===== src/rtl/product_accumulator.sv =====
// product_accumulator
//
// Purpose:
//   Sums N_TERMS unsigned products from the upstream 2x3-bit multiplier stage
//   into a saturating ACC_W-bit accumulator. When the sum is complete, the
//   block holds the result with a valid/ready handshake until downstream
//   consumes it, and then starts a fresh sum.
//
// Parameters:
//   N_TERMS : number of products summed per result (2..255)
//   ACC_W   : accumulator and result width (5..16)
//
// Ports:
//   clk        in   single clock, rising edge
//   rst        in   synchronous active-high reset
//   clear      in   synchronous discard of the partial or pending result
//   in_valid   in   in_product is valid this cycle
//   in_ready   out  block accepts a product this cycle (ACCUM state)
//   in_product in   [4:0] unsigned product, normally 0..21
//   out_valid  out  acc_out/out_ovf hold a completed sum (HOLD state)
//   out_ready  in   downstream consumes the result this cycle
//   acc_out    out  [ACC_W-1:0] saturated sum
//   out_ovf    out  saturation occurred during the current sum (sticky)
//   term_count out  [7:0] products accepted into the current sum

module product_accumulator #(
    parameter int N_TERMS = 4,
    parameter int ACC_W   = 7
) (
    input  logic             clk,
    input  logic             rst,
    input  logic             clear,
    input  logic             in_valid,
    output logic             in_ready,
    input  logic [4:0]       in_product,
    output logic             out_valid,
    input  logic             out_ready,
    output logic [ACC_W-1:0] acc_out,
    output logic             out_ovf,
    output logic [7:0]       term_count
);

    typedef enum logic {
        ACCUM = 1'b0,
        HOLD  = 1'b1
    } state_t;

    localparam logic [ACC_W-1:0] ACC_MAX   = {ACC_W{1'b1}};
    localparam logic [7:0]       TERMS_LST = 8'(N_TERMS);

    state_t           state_q, state_d;
    logic [ACC_W-1:0] acc_q, acc_d;
    logic             ovf_q, ovf_d;
    logic [7:0]       count_q, count_d;

    // One extra bit of headroom is enough: ACC_W >= 5, so the largest
    // accumulator value plus the largest 5-bit product still fits.
    logic [ACC_W:0]   sum_wide;
    logic [7:0]       count_inc;

    assign sum_wide  = {1'b0, acc_q} + {{(ACC_W - 4){1'b0}}, in_product};
    assign count_inc = count_q + 8'd1;

    // Next-state logic. Priority is clear, then the result handshake, then
    // product acceptance; reset is handled in the register process.
    always_comb begin
        state_d   = state_q;
        acc_d     = acc_q;
        ovf_d     = ovf_q;
        count_d   = count_q;
        in_ready  = (state_q == ACCUM);
        out_valid = (state_q == HOLD);

        if (clear) begin
            state_d = ACCUM;
            acc_d   = '0;
            ovf_d   = 1'b0;
            count_d = '0;
        end else if (state_q == HOLD) begin
            if (out_ready) begin
                state_d = ACCUM;
                acc_d   = '0;
                ovf_d   = 1'b0;
                count_d = '0;
            end
        end else if (in_valid) begin
            // The top bit of the widened sum marks a result past ACC_MAX.
            if (sum_wide[ACC_W]) begin
                acc_d = ACC_MAX;
                ovf_d = 1'b1;
            end else begin
                acc_d = sum_wide[ACC_W-1:0];
            end
            count_d = count_inc;
            if (count_inc == TERMS_LST) begin
                state_d = HOLD;
            end
        end
    end

    always_ff @(posedge clk) begin
        if (rst) begin
            state_q <= ACCUM;
            acc_q   <= '0;
            ovf_q   <= 1'b0;
            count_q <= '0;
        end else begin
            state_q <= state_d;
            acc_q   <= acc_d;
            ovf_q   <= ovf_d;
            count_q <= count_d;
        end
    end

    assign acc_out    = acc_q;
    assign out_ovf    = ovf_q;
    assign term_count = count_q;

endmodule


===== config.mk =====
export PLATFORM = sky130hd
export DESIGN_NAME = product_accumulator
export DESIGN_NICKNAME = d
export VERILOG_FILES = /design/src/rtl/product_accumulator.sv
export SDC_FILE = /design/constraint.sdc
export NUM_CORES = 1
export LEC_CHECK = 0
export BUFFER_PORTS_ARGS = -buffer_cell sky130_fd_sc_hd__buf_2
export CAP_MARGIN = 15
export CORE_UTILIZATION = 45
export CTS_CLUSTER_SIZE = 12
export DETAILED_ROUTE_END_ITERATION = 8
export GPL_ROUTABILITY_DRIVEN = 0
export PLACE_DENSITY = 0.7
export SLEW_MARGIN = 20
export SYNTH_ARGS = -nofsm -noshare
export SYNTH_HDL_FRONTEND = slang
export SYNTH_SLANG_ARGS = --single-unit

===== constraint.sdc =====
create_clock -name clk -period 2 [get_ports clk]
set_input_delay 0.2 -clock clk [delete_from_list [all_inputs] [get_ports clk]]
set_output_delay 0.2 -clock clk [all_outputs]
set_load 0.005 [all_outputs]

======== After elaboration in Yosys (flattened, before gate mapping) ========
Cells that the tools add are included.
word-level totals
  bits in registers ....................... 17
  bits of input ports ..................... 10
  output and inout bits ................... 18
  logic and storage cells ................. 29
operators by class
  add/subtract/negate cells ............... 2
  equal/unequal tests ..................... 2
  mux-type cells .......................... 15
  bitwise operators ....................... 1
  reduce and logical (&&, ||, !) cells .... 5
operators by type and width
  cell                 count
  $mux 7               4
  $mux 8               3
  $add 7x5->8          1
  $add 8x1->8 const B  1
  $eq 8x3->1 const B   1
  $mux 1               8
  $reduce_bool 2->1    2
  $reduce_and 3->1     1
  $ne 2x2->1 const B   1
  $reduce_and 2->1     1
  $reduce_or 2->1      1
  $not 1->1            1

======== Depth between registers and ports, before layout ========
  depth after elaboration ................. 5
  gate-level depth with buffers ........... 7
  depth with buffers taken out ............ 7

======== Least setup slack after synthesis ========
OpenSTA, ideal clock, no wires.
  kind .................................... register to register
  from .................................... register acc_q[0], in the netlist acc_out[0]
  to ...................................... register acc_q[6], in the netlist acc_out[6]
  library setup time ...................... 119 ps
  arrival time ............................ 1,891 ps
  required time ........................... 1,881 ps
  setup slack ............................. -10 ps
  stages on the path, launching flop included .. 8
  path buffers ............................ 0
  period minus slack after synthesis ...... 2,010 ps
  cell sequence ........................... dfxtp_1 -> ha_1 -> inv_1 -> fa_1 -> nor2b_1 -> o31ai_1 -> or4b_1 -> o221a_1
on the way
  longest elaborated chain between the ends .. 4
RTL lines
  element                 RTL line  source
  start, declared         52        logic [ACC_W-1:0] acc_q, acc_d;
  start signal, assigned  104       acc_q <= '0;
  start signal, assigned  109       acc_q <= acc_d;
  $add 7x5->8             61        assign sum_wide = {1'b0, acc_q} + {{(ACC_W - 4){1'b0}}, in_product};
  $mux 7                  88        if (sum_wide[ACC_W]) begin
  $mux 7                  86        end else if (in_valid) begin
  $mux 7                  79        end else if (state_q == HOLD) begin
No other way between the ends. The select of a mux whose other input is x is not followed.
A chain may end at the register's enable or synchronous reset.

======== Worst setup path in the final report ========
Same ends and word-level chain as after synthesis.

==> metrics.md <==
| Metric | Value |
|---|---|
| Outcome | `finished, final reports clean` |
| Effective utilization at floorplan | `0.491` |
| Tcrit/Tclk final | `0.972` |
| Post-Synthesis Cells | `118` |
| # diodes | `0` |
| HP Class | `primary input to register` |
| Placed insts | `176` |
| Vias per cell | `5.70` |
| Initial DRT Pass Iterations | `4` |
| Worst Setup End Kind | `register` |
| Max VDD drop | `0.352 mV` |
| Static Leak | `0.535 nW` |
| Worst setup SP type | `register` |
| Final non-filler cell total | `180` |
| Layout area overhead | `26.6%` |
| Net switching fraction of the power | `0.271` |
| F_max | `514 MHz` |
| Row count | `16` |
| Mean Syn Cell Area | `8.41 sq um` |
| Post-Route Utilization | `0.621` |
| Core area | `2020 sq um` |
| Vias in the first global route | `951` |
| Die H | `49.0 microns` |
| Setup CP Type | `register to register` |
| Via count | `1026` |
| H-tree Lvls | `1` |
| Clk buf depth | `2` |
| Final Hold Vio Count | `0` |
| Clock Skews | `0.00340 ns` |
| Max FO, Critical Path | `3` |
| Max cap viols | `0` |
| Synth unique cells | `44` |
| Initial antenna violation count | `0` |
| Worst-path clk slew | `0.10 ns` |
| Post-synthesis register bit count | `17` |
| GR Overflow Total | `0` |
| Share of layout cells above drive strength 1 | `0.294` |
| Routed length per placed instance | `13.3 microns` |
| Nets | `171` |
| Port-buffer cells | `27` |
| Commonest register cell after synthesis | `dfxtp_1` |
| Io pins | `28` |
| Slew Limit Fails | `0` |
| Synth Cell Area | `992 sq um` |
| RSZ-0062 raised after global routing | `true` |
| Total GRT Usage | `0.215` |
| Final min period | `1.94 ns` |
| # setup viols final | `0` |
| Clock share of power | `0.297` |
| Worst skew pair latency | `0.30 ns` |
| CTS Root Cell | `clkbuf_4` |
| DP HPWL | `1790 microns` |
| Largest net degree at the start of global routing | `16` |
| DRC | `0` |
| Global-route wire length before repair | `4050 microns` |
| Internal power | `0.471 mW` |
| Die area | `2400 sq um` |
| Seq/Total Area, Yosys | `0.343` |
| Setup TNS | `0 ns` |
| EDFF count, synth | `0` |
| Fin area | `1260 sq um` |
| Required @ worst endpoint | `2.20 ns` |
| Worst-margin pin slew | `0.538 ns` |
| Net switching power | `0.175 mW` |
| DP Area | `1200 sq um` |
| Fraction of synthesis flops using an asynchronous set or reset pin | `0` |
| CP arrival | `2.15 ns` |
| Syn_nets | `135` |
| Initial drt markers | `16` |
| Reg power frac | `0.543` |
| Combinational fraction of design power | `0.160` |
| Power Total | `0.645 mW` |
| Clock Sinks | `17` |
| Yosys Warn Count | `0` |
| Post-route ant nets | `0` |
| Worst slew margin | `0.641` |
| Power per Cell Area | `514 nW/um^2` |
| Num CTS Buffers | `3` |
| CTS tree | `built` |
| Die width | `49.0 microns` |
| Routed wire length | `2390 microns` |
## final cells by class
cell class | instances | area [sq um]
fill | 196 | 766
multi-input combinational | 93 | 648
sequential | 17 | 342
timing repair buffer | 34 | 188
tap | 27 | 33.8
clock buffer | 4 | 26.3
inverter | 5 | 18.8
## power groups by stage
stage	clock network, mW	registers [mW]	logic (mW)
2_1_floorplan	0	0.358	0.0595
3_3_place_gp	0	0.357	0.0949
3_5_place_dp	0	0.358	0.0971
4_1_cts	0.196	0.350	0.0983
5_1_grt	0.208	0.351	0.115
6_report	0.192	0.350	0.103
## worst max-delay path, stage by stage (launching register included)
cell and delay, ns:
dfxtp_2 0.36, ha_4 0.13, inv_1 0.04, fa_2 0.37, nor2b_4 0.14, o31ai_2 0.08
or4b_1 0.47, o221a_1 0.24
## metrics by stage
step	hold slack, ns	setup WS (ns)
after floorplan	0.377	0.0145
after global placement	0.440	0.00948
after detailed placement	0.453	-0.0356
after CTS	0.206	0.0172
after global routing	0.232	-0.0219
final	0.216	0.0552
## cell families (layout without fill, tap and decap cells)
family / Yosys count / in the layout / synth area share
compound gates: 42 / 42 / 0.300
simple gates: 42 / 42 / 0.212
flops: 17 / 17 / 0.343
buf+inv: 8 / 43 / 0.0315
fa+ha+maj: 7 / 7 / 0.0958
xor+xnor: 2 / 2 / 0.0177
## layer usage
metal | global-route usage | part of all wire
met1 | 0.285 | 0.47
met2 | 0.343 | 0.45
met3 | 0.0436 | 0.062
met4 | 0.0784 | 0.015
met5 | 0 | 0
## cell usage in the layout, fill, tap and decap left out, types with 2 or more instances in the layout
cell type	synthesis	layout
clkbuf_4	0	3
a311oi_1	3	3
o311ai_0	2	2
o21bai_1	2	2
ha_1	6	5
nand3_1	4	4
buf_4	0	7
inv_1	5	5
a21oi_1	11	11
o211ai_1	3	3
buf_2	1	27
nor2_1	12	12
nand2b_1	2	2
nand2_1	12	12
o21ai_0	6	6
nor2b_4	1	2
dfxtp_1	17	16
o21a_1	2	2
## flip-flops by register name, summed over array words and instances (netlist names)
| name | flops |
|---|---|
| term_count | 8 |
| acc_out | 7 |
| out_ovf | 1 |
| out_valid | 1 |
## cells in the mapped netlist, types with 2 or more instances
cell type,count,area share
nor2_1,12,0.045
a311oi_1,3,0.026
dfxtp_1,17,0.34
o21ai_0,6,0.030
nand2_1,12,0.045
ha_1,6,0.076
a21oi_1,11,0.055
nand3_1,4,0.020
o31ai_1,2,0.015
nand2b_1,2,0.013
o311ai_0,2,0.018
o21bai_1,2,0.015
o211ai_1,3,0.023
inv_1,5,0.019
o21a_1,2,0.015
## worst paths after layout
check	cells after the start	slack (ns)	to	startpoint
max	7	0.06	acc_out[6]	acc_out[0]
min	3	0.22	out_valid	out_ready
max reg2reg	7	0.06	acc_out[6]	acc_out[0]
min reg2reg	2	0.48	out_ovf	out_ovf
## what timing repair did
item / in CTS / in global routing
resized for setup: 1 / 4
endpoints found under the hold margin: 0 / 0
setup buffers: 0 / 0
pin swaps: 0 / 0
hold buffers: 0 / 0
setup endpoints to repair: 1 / 1
Power figures use the tool's default switching activity.
